===== src/rtl/mem_port_arbiter.sv =====
`default_nettype none
// ============================================================================
// Module   : mem_port_arbiter
// Purpose  : Shares one variable-latency memory port between instruction fetch
//            and data access; data wins by default, and a streak limit keeps
//            fetch from starving. Optional macro ARB_TIMEOUT_EN adds a
//            mem_ack timeout that aborts the access and pulses err.
// Revision : 1.0 - initial release
// ============================================================================
module mem_port_arbiter #(
    parameter int AW           = 32,
    parameter int DW           = 32,
    parameter int MAX_D_STREAK = 4,
    parameter int TIMEOUT      = 15
) (
    input  logic          clk,
    input  logic          reset,
    input  logic          i_req,
    input  logic [AW-1:0] i_addr,
    output logic          i_ready,
    output logic [DW-1:0] i_rdata,
    input  logic          d_req,
    input  logic          d_we,
    input  logic [AW-1:0] d_addr,
    input  logic [DW-1:0] d_wdata,
    input  logic [2:0]    d_dmtype,
    output logic          d_ready,
    output logic [DW-1:0] d_rdata,
    output logic          mem_req,
    output logic          mem_we,
    output logic [AW-1:0] mem_addr,
    output logic [DW-1:0] mem_wdata,
    output logic [2:0]    mem_dmtype,
    input  logic          mem_ack,
    input  logic [DW-1:0] mem_rdata,
    output logic          err
);

    typedef enum logic [1:0] {
        IDLE = 2'd0,
        BUSY = 2'd1,
        RESP = 2'd2
    } state_t;

    if (MAX_D_STREAK < 1 || MAX_D_STREAK > 15 || TIMEOUT < 1 || TIMEOUT > 255) begin : g_param_check
        $error("mem_port_arbiter: MAX_D_STREAK or TIMEOUT out of range");
    end

    state_t     state;
    logic       owner_d;
    logic [3:0] d_streak;
    logic       streak_full;
    logic       grant_d;
    logic       grant_i;

    // Fetch only overrides a pending data request once data has had its streak
    assign streak_full = (d_streak == 4'(MAX_D_STREAK));
    assign grant_d     = d_req && !(i_req && streak_full);
    assign grant_i     = i_req && !grant_d;

`ifdef ARB_TIMEOUT_EN
    logic [7:0] tmo_cnt;
`else
    assign err = 1'b0;
`endif

    always_ff @(posedge clk) begin
        if (reset) begin
            state      <= IDLE;
            owner_d    <= 1'b0;
            d_streak   <= 4'd0;
            mem_req    <= 1'b0;
            mem_we     <= 1'b0;
            mem_addr   <= '0;
            mem_wdata  <= '0;
            mem_dmtype <= 3'b000;
            i_ready    <= 1'b0;
            d_ready    <= 1'b0;
            i_rdata    <= '0;
            d_rdata    <= '0;
`ifdef ARB_TIMEOUT_EN
            err        <= 1'b0;
            tmo_cnt    <= 8'd0;
`endif
        end else begin
            case (state)
                IDLE: begin
                    if (grant_d) begin
                        owner_d    <= 1'b1;
                        mem_req    <= 1'b1;
                        mem_we     <= d_we;
                        mem_addr   <= d_addr;
                        mem_wdata  <= d_wdata;
                        mem_dmtype <= d_dmtype;
                        state      <= BUSY;
                    end else if (grant_i) begin
                        owner_d    <= 1'b0;
                        mem_req    <= 1'b1;
                        mem_we     <= 1'b0;
                        mem_addr   <= i_addr;
                        mem_dmtype <= 3'b000;
                        state      <= BUSY;
                    end
                    // Streak only counts data grants made while fetch waits
                    if (!i_req) begin
                        d_streak <= 4'd0;
                    end else if (grant_d) begin
                        if (!streak_full) begin
                            d_streak <= d_streak + 4'd1;
                        end
                    end else begin
                        d_streak <= 4'd0;
                    end
`ifdef ARB_TIMEOUT_EN
                    tmo_cnt <= 8'd0;
`endif
                end
                BUSY: begin
                    if (mem_ack) begin
                        mem_req <= 1'b0;
                        state   <= RESP;
                        if (owner_d) begin
                            d_ready <= 1'b1;
                            if (!mem_we) begin
                                d_rdata <= mem_rdata;
                            end
                        end else begin
                            i_ready <= 1'b1;
                            i_rdata <= mem_rdata;
                        end
                    end
`ifdef ARB_TIMEOUT_EN
                    else if (tmo_cnt == 8'(TIMEOUT - 1)) begin
                        mem_req <= 1'b0;
                        state   <= RESP;
                        err     <= 1'b1;
                        if (owner_d) begin
                            d_ready <= 1'b1;
                            d_rdata <= DW'(32'hDEADBEEF);
                        end else begin
                            i_ready <= 1'b1;
                            i_rdata <= DW'(32'hDEADBEEF);
                        end
                    end else begin
                        tmo_cnt <= tmo_cnt + 8'd1;
                    end
`endif
                end
                RESP: begin
                    i_ready <= 1'b0;
                    d_ready <= 1'b0;
`ifdef ARB_TIMEOUT_EN
                    err     <= 1'b0;
`endif
                    state   <= IDLE;
                end
                default: state <= IDLE;
            endcase
        end
    end

endmodule
`default_nettype wire


===== config.mk =====
export PLATFORM = sky130hd
export DESIGN_NAME = mem_port_arbiter
export DESIGN_NICKNAME = d
export VERILOG_FILES = /design/src/rtl/mem_port_arbiter.sv
export SDC_FILE = /design/constraint.sdc
export NUM_CORES = 1
export LEC_CHECK = 0
export BUFFER_PORTS_ARGS = -buffer_cell sky130_fd_sc_hd__buf_2
export CAP_MARGIN = 20
export CELL_PAD_IN_SITES_DETAIL_PLACEMENT = 1
export CELL_PAD_IN_SITES_GLOBAL_PLACEMENT = 1
export CORE_ASPECT_RATIO = 0.75
export CORE_MARGIN = 2
export CORE_UTILIZATION = 33
export CTS_BUF_LIST = sky130_fd_sc_hd__clkbuf_16
export CTS_CLUSTER_SIZE = 14
export DETAILED_ROUTE_END_ITERATION = 10
export GPL_TIMING_DRIVEN = 0
export PLACE_DENSITY_LB_ADDON = 0.2
export SLEW_MARGIN = 20
export SYNTH_ARGS = -nofsm -noshare
export SYNTH_HDL_FRONTEND = slang
export SYNTH_SLANG_ARGS = --single-unit

===== constraint.sdc =====
create_clock -name clk -period 1.66 [get_ports clk]
set_input_delay 0.083 -clock clk [delete_from_list [all_inputs] [get_ports clk]]
set_output_delay 0.083 -clock clk [all_outputs]
set_load 0.01 [all_outputs]

=== Yosys cells after proc, flatten, opt, wreduce, memory -nomap -nowiden ===
Index checks and enable logic that the tools add are counted.

* Add/subtract/negate cells: 1
* Equal/unequal tests: 8
* Muxes and demuxes: 24
* Bitwise operators: 2
* Reduce and logical (&&, ||, !) cells: 18

{| class="wikitable"
|+ Operators with widths
! operator !! number
|-
| 32-bit two-way mux || 2
|-
| 4-bit two-way mux || 3
|-
| 3-bit AND reduction || 4
|-
| 1-bit two-way mux || 10
|-
| 2-bit AND reduction || 4
|-
| 2-bit two-way mux || 3
|-
| 3-bit two-way mux || 2
|-
| 2-bit inequality test (second input constant) || 3
|-
| 3-bit inequality test (second input constant) || 2
|-
| 1-bit one-hot mux with 2 select lines || 3
|-
| 2-bit nonzero test || 3
|-
| 4-bit by 1-bit adder with 4-bit output (second input constant) || 1
|-
| 4-bit by 3-bit equality test with 1-bit output (second input constant) || 1
|-
| 2-bit one-hot mux with 2 select lines || 1
|-
| 4-bit AND reduction || 1
|-
| 1-bit logical AND || 3
|-
| 2-bit by 1-bit equality test with 1-bit output (second input constant) || 1
|-
| 2-bit equality test (second input constant) || 1
|-
| 1-bit logical NOT || 2
|-
| 2-bit logical NOT || 1
|-
| 1-bit inverter || 2
|}

* Flip-flop bits (word level): 142
* Output and inout bits: 136
* Word-level logic and storage cells: 65

=== Longest topological paths before layout ===
Gate-level depths: netlist (run 1).

* Depth after elaboration: 9
* Mapped depth: 7
* Mapped depth without buffers: 5

=== Least setup slack after synthesis (run 1) ===
No wires, ideal clock.

* Kind: register to register
* Start: register d_streak[0]
* End: register mem_addr[13]
* Library setup time: 0.145 ns
* Arrival time: 1.335 ns
* Required time: 1.515 ns
* Setup slack: 0.180 ns
* Cell stages (with the launch flop): 8
* Path buffers: 2
* Period minus slack after synthesis: 1.480 ns
* Cells stage by stage: dfxtp_1 -> inv_1 -> ha_1 -> and4b_1 -> buf_4 -> buf_4 -> o21ai_1 -> a311oi_2

* Longest elaborated chain between the ends: 8

{| class="wikitable"
|+ Ends and longest elaborated chain
! what !! line !! source
|-
| from (decl) || 51 || <nowiki>logic [3:0] d_streak;</nowiki>
|-
| from (signal assigned) || 109 || <nowiki>d_streak <= d_streak + 4'd1;</nowiki>
|-
| 4-bit by 3-bit equality test with 1-bit output * || 57 || <nowiki>assign streak_full = (d_streak == 4'(MAX_D_STREAK));</nowiki>
|-
| 1-bit logical AND * || 58 || <nowiki>assign grant_d = d_req && !(i_req && streak_full);</nowiki>
|-
| 1-bit logical NOT * || 58 ||
|-
| 1-bit logical AND * || 58 ||
|-
| 1-bit logical NOT || 59 || <nowiki>assign grant_i = i_req && !grant_d;</nowiki>
|-
| 1-bit logical AND || 59 ||
|-
| 2-bit nonzero test (no line) || -- ||
|-
| 2-bit AND reduction (no line) || -- ||
|-
| to (signal assigned) || 92 || <nowiki>mem_addr <= d_addr;</nowiki>
|-
| to (signal assigned) || 100 || <nowiki>mem_addr <= i_addr;</nowiki>
|-
| to (decl) || 31 || <nowiki>output logic [AW-1:0] mem_addr,</nowiki>
|}

Mark *: on every way between the ends. The rest lies on a longest branch, timed or not.
A chain may end at the register's enable or synchronous reset.

=== Worst setup path after layout (run 1) ===
* Start: register d_streak[0]
* End: register mem_addr[18]

Same word-level chain as after synthesis.

==> qor.txt, run 1 <==
Die Area: 19,000 um2
Detailed Route WL: 26,800 um
Netlist cell types: 34
sequential area share after synthesis: 48.1%
first-pass GRT wire length: 40,200 um
TritonCTS buffer count: 17
Ys Warns: 0
drt pass-1 iters: 5
Non-Filler Instances: 1,385
Pwr Density: 932 nW/um2
Initial Util: 33.6%
GRT Overall Usage: 27.4%
final antenna-violating net count: 0
vias post-DR: 7,230
Sequential Area: 2850 um2
synthesized flop and latch total: 142
Core Footprint: 17,600 um2
Worst Path Class, Setup: reg2reg
failing checks: negative setup slack
# H-tree levels: 4
DR iter-0 viols: 440
MaxCap Viol Count: 0
hpwl dp: 16,400 um
clk_skew: 0.0118 ns
clk buf depth: 2
layout cells sized above 1: 34.9%
CP max stage delay: 0.36 ns
vias in the first global route: 7,410
chip height: 120 um
multi-input logic area: 2710 um2
Slowest cell on crit path: dfxtp_4
worst-skew pair later-pin latency: 0.43 ns
crit path DAT: 2.01 ns
RSZ-0062 raised after global routing: true
CTS Sinks: 142
CP startpoint kind: flop
post-route setup slack: -0.0266 ns
Max Fclk: 593 MHz
Row Count: 42
initial antenna violation count: 2
Max Fanout on Critical Path: 10
Die X: 159 um
required time of the worst setup path: 1.98 ns
largest net degree at the start of global routing: 17
Primary FF master, synth: dfxtp_1
total gr overflow: 0
Final Hold Vio Count: 0
Final Cell Area: 9630 um2
IO Port Bufs: 270
Via-to-Cell Ratio: 5.22
crit end category: flop
drt wl/cell: 19.4 um
# DRC: 0
worst vdd ir: 0.000590 V
DP Cell Count: 1,214
Final setup viols: 1
final period utilization: 102%
# nets final: 1,268
synthesized area: 5910 um2
CTS root buf: clkbuf_16
CTS tree: done
number of enable flip-flop cells after synthesis: 0
critical path cell sequence: inv_4 -> ha_4 -> and4b_2 -> buf_8 -> buf_6 -> o21ai_2 -> a311oi_2
asr flop ratio synth: 0%
clock period minus final worst setup slack: 1.69 ns
status: finished with violations
Slew HR: 46.5%
mean area per synthesized cell: 8.42 um2
post-synthesis cell count: 702
Synthesized Nets: 841
placed inst area: 7560 um2
fillers: 2,167
area delta synth->final: 63.0%
I/O Pins: 273
Worst Hold Class: in2reg
CTS clk-pin slew, worst paths: 0.06 ns
Max Slew Vio Count: 0
Leak: 4.13 nW
Worst-Margin Slew: 0.803 ns
gp weighted congestion: 0.816
-- cells in the final DEF (no fill, tap or decap), drive strengths merged --
master	netlist	routed
buf	45	321
dfxtp	142	142
a21oi	139	139
dlygate4sd3	0	127
nand3	102	102
o21ai	101	101
nand2	71	71
clkbuf	34	56
a311oi	32	32
inv	4	8
nor2	6	6
clkinv	0	6
nand4b	5	5
clkinvlp	0	3
diode	0	2
or2	2	2
nand3b	2	2
a31oi	2	2
nand4	2	2
and4b	2	2
or3b	2	2
ha	2	2
and4bb	1	1
nand4bb	1	1
nor3b	1	1
and2	1	1
nor3	1	1
nand2b	1	1
conb	1	1
bufinv	0	1
-- Yosys cell counts (2+ instances only) --
library cell  count  area (um2)
or2_1             2        12.5
nand3b_1          2        15.0
buf_1             2        7.51
a311oi_1         13         114
clkbuf_4          2        15.0
inv_1             4        15.0
o21ai_0          27         135
buf_6             5        56.3
nand4b_1          5        43.8
a31oi_1           2        12.5
a21oi_1         139         696
buf_2            28         140
nor2_1            3        11.3
dfxtp_1         142        2840
o21ai_1          74         370
nor2_2            2        12.5
ha_1              2        25.0
nand4_1           2        12.5
and4b_1           2        20.0
clkbuf_1         32         120
a311oi_2         19         285
nand2_1          71         267
buf_4            10        75.1
nand3_1         102         510
-- worst paths after layout --
kind,start,end,slack (ns),cells after the start
worst max-delay path,d_streak[0],mem_addr[18],-0.03,7
worst min register to register,i_rdata[12],i_rdata[12],0.45,2
worst max register to register,d_streak[0],mem_addr[18],-0.03,7
worst min-delay path,d_addr[23],mem_addr[23],0.02,3
-- state kept, by name, indices dropped and copies added (netlist names) --
register	count
d_rdata	32
d_ready	1
d_streak	4
i_rdata	32
i_ready	1
mem_addr	32
mem_dmtype	3
mem_req	1
mem_wdata	32
mem_we	1
owner_d	1
state	2
-- routing by layer --
layer | GRT usage, % | vias to the layer above | part of all wire, %
met1 | 35.0 | 3435 | 43
met5 | 0 | - | 0
met2 | 42.4 | 313 | 46
met3 | 7.33 | 88 | 6.6
li1 | - | 3394 | -
met4 | 14.1 | 0 | 4.2
-- what timing repair did --
action                     CTS  global route
pin swaps                    1             9
setup endpoints to repair   42            94
gates resized for setup      9            37
gates cloned                 0             3
buffers inserted             3             6
hold buffers               127             0
hold endpoints to repair   132             0
-- power by group --
group          switching, W  leakage (nW)  internal (W)
registers          0.000116          1.16       0.00361
logic              0.000918          2.71      0.000765
clock network       0.00154         0.260       0.00202
total               0.00257          4.13       0.00640
-- logic make-up (layout without fill, tap and decap cells) --
| group | Yosys count | in the layout | synth area share, % |
|---|---|---|---|
| other | 1 | 3 | 0.0635 |
| buffers and inverters | 83 | 522 | 7.26 |
| flip-flops | 142 | 142 | 48.1 |
| AND/OR/NAND/NOR | 200 | 200 | 16.9 |
| adder cells (fa/ha/maj) | 2 | 2 | 0.423 |
| AO/OA/AOI/OAI | 274 | 274 | 27.3 |
-- stage by stage --
stage	setup TNS, ns	power (W)	worst slack [ns]	hold WS, ns	util [%]
5_1_grt	-0.224	0.00930	-0.0831	0.0267	54.7
2_1_floorplan	0	0.00452	0.180	0.219	-
4_1_cts	0	0.00890	0.0212	0.00136	53.5
3_5_place_dp	-4.27	0.00512	-0.195	0.343	43.0
3_3_place_gp	-3.99	0.00511	-0.197	0.341	43.0
6_report	-0.0266	0.00897	-0.0266	0.0193	54.7
-- cell type report --
type / instances / area share (%)
repair buffers: 409 / 28.7
plain buffers: 78 / 4.77
diodes: 2 / 0.0520
flip-flops and latches: 142 / 29.6
inverters: 4 / 0.182
clock inverters: 14 / 1.08
clock buffers: 17 / 4.42
multi-input cells: 477 / 28.1
well taps: 242 / 3.14
-- worst max-delay path, delay by kind of cell, from the launching register on --
kind	cells	cell delay, ns
DFF	1	0.36
AOI/OAI and AO/OA	2	0.44
and+or+nand+nor	1	0.27
buffers and inverters	3	0.38
adders and majority gates	1	0.13
No activity file was read; power rests on OpenSTA's default activity.
==> inputs of run 2 (changes only) <==
BUFFER_PORTS_ARGS = -buffer_cell sky130_fd_sc_hd__clkbuf_2   (was -buffer_cell sky130_fd_sc_hd__buf_2)
RECOVER_POWER = 50   (was unset)
SETUP_SLACK_MARGIN = 0.5   (was unset)
==> qor.txt, run 2 (synthesis gave the netlist of run 1 again) <==
Clk pwr share: 41.6% (+1.9 points)
required time of the worst setup path: 1.97 ns (about the same)
failing checks: negative setup slack
dpl ws: -0.115 ns (+0.0806 ns)
placed inst area: 7780 um2 (+2.8%)
drt wl/cell: 23.7 um (+22%)
Pwr Density: 885 nW/um2 (-5.0%)
Hold Crit Depth: 3 (unchanged)
GRT Overall Usage: 31.0% (+3.6 points)
Worst-Margin Slew: 0.886 ns (+0.0833 ns)
largest net degree at the start of global routing: 17 (unchanged)
hpwl dp: 16,700 um (+1.6%)
# nets final: 1,322 (+4.3%)
vias post-DR: 7,978 (+10%)
RSZ-0062 raised after global routing: true
DP Cell Count: 1,214 (unchanged)
Min-Delay Endpoint: mem_addr[27]
Final setup viols: 3 (+2)
worst flop-to-flop path endpoint: mem_addr[3]
# DRC: 0 (unchanged)
I/O Pins: 273 (unchanged)
most common cell after layout, fill and taps aside: clkbuf_1
first-pass GRT wire length: 45,500 um (+13%)
CTS root buf: clkbuf_16
Worst Hold Class: in2reg
Via-to-Cell Ratio: 5.54 (+6.1%)
status: finished with violations
# H-tree levels: 4 (unchanged)
Initial Util: 33.6% (unchanged)
Non-Filler Instances: 1,440 (+4.0%)
total gr overflow: 0 (unchanged)
Seq pwr share: 36.3% (-5.3 points)
chip height: 120 um (unchanged)
DR iter-0 viols: 479 (+8.9%)
TritonCTS buffer count: 17 (unchanged)
CP max stage delay: 0.36 ns (about the same)
post-route setup slack: -0.0559 ns (-0.0293 ns)
Worst Path Class, Setup: reg2reg
Row Count: 42 (unchanged)
flop2flop setup slack: -0.06 ns (-0.03 ns)
CTS clk-pin slew, worst paths: 0.07 ns (about the same)
CTS tree: done
critical hold path startpoint: d_addr[27]
critical path cell sequence: inv_2 -> ha_4 -> and4b_2 -> buf_8 -> buf_8 -> o21ai_1 -> a311oi_1
IO Port Bufs: 270 (unchanged)
Final Cell Area: 11,700 um2 (+21%)
Max Fanout on Critical Path: 10 (unchanged)
internal cell power: 0.00733 W (+14%)
final setup TNS: -0.0713 ns (-0.0447 ns)
MaxCap Viol Count: 0 (unchanged)
crit path DAT: 2.03 ns (+0.02 ns)
layout cells sized above 1: 43.4% (+8.5 points)
area delta synth->final: 97.9%
CTS Sinks: 142 (unchanged)
Die Area: 19,000 um2 (unchanged)
worst vdd ir: 0.000706 V (+20%)
Max Fclk: 583 MHz (-1.7%)
clk_skew: 0.0111 ns (-0.000687 ns)
NetSw: 0.00303 W (+18%)
worst-skew pair later-pin latency: 0.43 ns (about the same)
hold slack: 0.0498 ns (+0.0305 ns)
Slowest cell on crit path: a311oi_1
clk buf depth: 2 (unchanged)
Max Slew Vio Count: 0 (unchanged)
gp weighted congestion: 0.805 (-1.4%)
initial antenna violation count: 1 (-1)
Leak: 4.42 nW (+7.1%)
most frequent CP cell: buf_8
final antenna-violating net count: 0 (unchanged)
Final Hold Vio Count: 0 (unchanged)
commonest cells after routing, fill and taps aside: clkbuf_1, clkbuf_2, dfxtp_1
final period utilization: 103% (+1.8 points)
Slew HR: 40.9% (-5.6 points)
drt pass-1 iters: 5 (unchanged)
vias in the first global route: 8,462 (+14%)
clock period minus final worst setup slack: 1.72 ns (+0.0293 ns)
crit end category: flop
Sw Ratio: 29.2% (+0.59 points)
Reg2Reg Launch Point: d_streak[1]
Core Footprint: 17,600 um2 (unchanged)
CP startpoint kind: flop
R2R depth: 7 (unchanged)
Comb pwr share: 22.1% (+3.3 points)
Die X: 159 um (unchanged)
Detailed Route WL: 34,100 um (+27%)
==> run 2: cell count changes in the layout (fill, tap and decap cells not counted), sizes merged <==
cell	before	now
clkinv	6	3
clkbuf	56	323
bufbuf	0	2
bufinv	1	5
diode	2	3
dlygate4sd3	127	133
buf	321	100
inv	8	7
==> run 2: final cells by class <==
| cell class | instances | area [um2] |
|---|---|---|
| Fill cell | 2000 | 5910 |
| Multi-Input combinational cell | 477 | 3760 |
| Timing Repair Buffer | 462 | 3400 |
| Sequential cell | 142 | 2850 |
| Buffer | 79 | 721 |
| Clock buffer | 17 | 425 |
| Tap cell | 242 | 303 |
| Clock inverter | 14 | 216 |
| Inverter | 4 | 15.0 |
| Antenna cell | 3 | 7.51 |
==> run 2: worst max path at each step <==
stage,depth (start not counted),startpoint,slack [ns],endpoint
finish,7,d_streak[1],-0.06,mem_addr[3]
global placement,4,reset,-0.08,i_rdata[18]
detailed placement,4,reset,-0.11,i_rdata[8]
CTS,5,state[0],0.14,mem_wdata[7]
global route,7,d_streak[0],-0.14,mem_addr[3]
floorplan,7,d_streak[1],0.32,mem_addr[12]
==> run 2: power by group through the flow <==
| stage | Sequential [W] | Clock, W | Combinational, W |
|---|---|---|---|
| after floorplan | 0.00388 | 0 | 0.000688 |
| after global placement | 0.00379 | 0 | 0.00137 |
| after detailed placement | 0.00380 | 0 | 0.00138 |
| after CTS | 0.00373 | 0.00431 | 0.00197 |
| after global routing | 0.00377 | 0.00446 | 0.00240 |
| final | 0.00376 | 0.00431 | 0.00228 |
==> run 2: worst max-delay path: cells and delay by family, from the launching register on <==
family / cells / cell delay (ns)
AO/OA/AOI/OAI: 2 / 0.47
adder cells (fa/ha/maj): 1 / 0.15
buffers and inverters: 3 / 0.37
flip-flops: 1 / 0.33
AND/OR/NAND/NOR: 1 / 0.28
==> run 2: what timing repair did <==
| action | CTS | global route |
|---|---|---|
| buffers inserted | 34 | 11 |
| resized for setup | 156 | 173 |
| gates cloned | 12 | 2 |
| hold endpoints to repair | 133 | 0 |
| hold buffers | 133 | 0 |
| pin swaps | 51 | 102 |
| setup endpoints to repair | 140 | 141 |
==> run 2: routing by layer <==
metal | up-vias | wire length (um) | GRT usage [%]
met2 | 381 | 17400 | 52.2
met5 | - | 0 | 0
li1 | 3521 | - | -
met1 | 3980 | 13400 | 38.5
met3 | 96 | 2020 | 6.14
met4 | 0 | 1290 | 13.4
==> run 2: per-stage QoR <==
stage | util (%) | power [W]
floorplan | - | 0.00457
global placement | 44.2 | 0.00516
detailed placement | 44.2 | 0.00518
CTS | 62.3 | 0.0100
global route | 66.4 | 0.0106
finish | 66.4 | 0.0104
==> inputs of run 3 (changes only) <==
CELL_PAD_IN_SITES_DETAIL_PLACEMENT = unset   (was 1)
CELL_PAD_IN_SITES_GLOBAL_PLACEMENT = unset   (was 1)
CORE_UTILIZATION = 47   (was 33)
==> qor.txt, run 3 (synthesis gave the netlist of run 1 again) <==
status: finished with violations
failing checks: negative setup slack
Worst Hold Class: in2reg
Worst Path Class, Setup: reg2reg
DP Cell Count: 1,138 (-6.3%)
clock period minus final worst setup slack: 1.95 ns (+0.231 ns)
Slowest cell on crit path: a311oi_2
CTS clk-pin slew, worst paths: 0.07 ns (about the same)
Die X: 133 um (-16%)
GRT Overall Usage: 36.5% (+5.5 points)
critical path cell sequence: inv_2 -> ha_4 -> and4b_2 -> buf_6 -> buf_12 -> buf_16 -> o21ai_2 -> a311oi_2
worst vdd ir: 0.000808 V (+14%)
required time of the worst setup path: 1.92 ns (-0.05 ns)
crit end category: flop
Worst-Margin Slew: 0.821 ns (-0.0650 ns)
vias post-DR: 8,577 (+7.5%)
Final Core Density: 91.4% (+25 points)
Non-Filler Instances: 1,353 (-6.0%)
Initial Util: 48.2% (+15 points)
hpwl dp: 13,900 um (-17%)
TritonCTS buffer count: 17 (unchanged)
Die Area: 13,500 um2 (-29%)
I/O Pins: 273 (unchanged)
Pwr Density: 893 nW/um2 (+0.80%)
commonest cells after routing, fill and taps aside: clkbuf_1, clkbuf_2, dfxtp_1
Max Fclk: 514 MHz (-12%)
CTS tree: done
crit path DAT: 2.21 ns (+0.18 ns)
final period utilization: 117% (+14 points)
final antenna-violating net count: 0 (unchanged)
Leak: 4.34 nW (-1.9%)
Detailed Route WL: 32,600 um (-4.4%)
drt wl/cell: 24.1 um (+1.7%)
Core Footprint: 12,300 um2 (-30%)
# H-tree levels: 4 (unchanged)
Slew HR: 45.2% (+4.3 points)
clk buf depth: 2 (unchanged)
most common cell after layout, fill and taps aside: clkbuf_1
Row Count: 35 (-17%)
CP max stage delay: 0.53 ns (+0.17 ns)
Final Hold Vio Count: 0 (unchanged)
vias in the first global route: 7,649 (-9.6%)
RSZ-0062 raised after global routing: true
CTS root buf: clkbuf_16
DR iter-0 viols: 811 (+69%)
# nets final: 1,313 (-0.68%)
clk_skew: 0.0106 ns (-0.000469 ns)
drt pass-1 iters: 6 (+1)
CP startpoint kind: flop
Max Fanout on Critical Path: 5 (-5)
largest net degree at the start of global routing: 17 (unchanged)
Max Slew Vio Count: 0 (unchanged)
IO Port Bufs: 270 (unchanged)
# DRC: 0 (unchanged)
area delta synth->final: 89.6%
CTS Sinks: 142 (unchanged)
layout cells sized above 1: 41.0% (-2.5 points)
gp weighted congestion: 0.892 (+11%)
worst-skew pair later-pin latency: 0.43 ns (about the same)
Via-to-Cell Ratio: 6.34 (+14%)
Final setup viols: 2 (-1)
post-route setup slack: -0.287 ns (-0.231 ns)
first-pass GRT wire length: 39,000 um (-14%)
MaxCap Viol Count: 0 (unchanged)
chip height: 101 um (-16%)
hold slack: 0.0237 ns (-0.0261 ns)
initial antenna violation count: 1 (unchanged)
total gr overflow: 0 (unchanged)
## run 3: path summary, 6_finish.rpt
kind                                   start      endpoint  slack (ns)  cells after the start
worst max-delay path             d_streak[0]  mem_addr[26]       -0.29                      8
worst max register to register   d_streak[0]  mem_addr[26]       -0.29                      8
worst min-delay path              d_addr[10]  mem_addr[10]        0.02                      3
worst min register to register  mem_wdata[7]  mem_wdata[7]        0.47                      2
## run 3: critical path, delay by kind of cell, from the launching register on
family                     cells  cell delay [ns]
AOI/OAI and AO/OA              2             0.60
adders and majority gates      1             0.13
buffers and inverters          4             0.46
DFF                            1             0.33
and+or+nand+nor                1             0.25
## run 3: repair_timing
action,CTS,global route
hold endpoints to repair,133,1
hold buffers,131,1
setup endpoints to repair,139,141
setup buffers,25,12
pin swaps,65,81
gates resized for setup,123,164
cloned,9,5
## run 3: cell type report
type	count	area, um2
Inverter	4	15.0
Clock inverter	14	193
Sequential cell	142	2850
Buffer	79	698
Antenna cell	1	2.50
Timing Repair Buffer	453	3260
Multi-Input combinational cell	477	3550
Tap cell	166	208
Clock buffer	17	425
Fill cell	568	1050
## run 3: per-layer routing
metal	GRT usage, %	vias up	wire (um)
met5	0	-	0
met4	18.1	0	2390
met3	8.80	258	3700
met2	61.9	815	15200
met1	44.1	4002	11300
li1	-	3502	-
## run 3: metrics by stage
stage	cell area (um2)	power, W	worst slack (ns)	setup TNS (ns)
global route	11200	0.0102	-0.283	-0.465
detailed placement	7680	0.00513	0.0133	0
CTS	10500	0.00954	0.159	0
floorplan	6120	0.00457	0.316	0
finish	11200	0.0100	-0.287	-0.397
global placement	7680	0.00512	0.0396	0
## run 3: where the power goes
part / switching, W / total, W / leakage [nW] / internal [W]
registers: 0.000151 / 0.00377 / 1.16 / 0.00362
logic: 0.00119 / 0.00211 / 2.87 / 0.000925
clock network: 0.00161 / 0.00413 / 0.301 / 0.00251
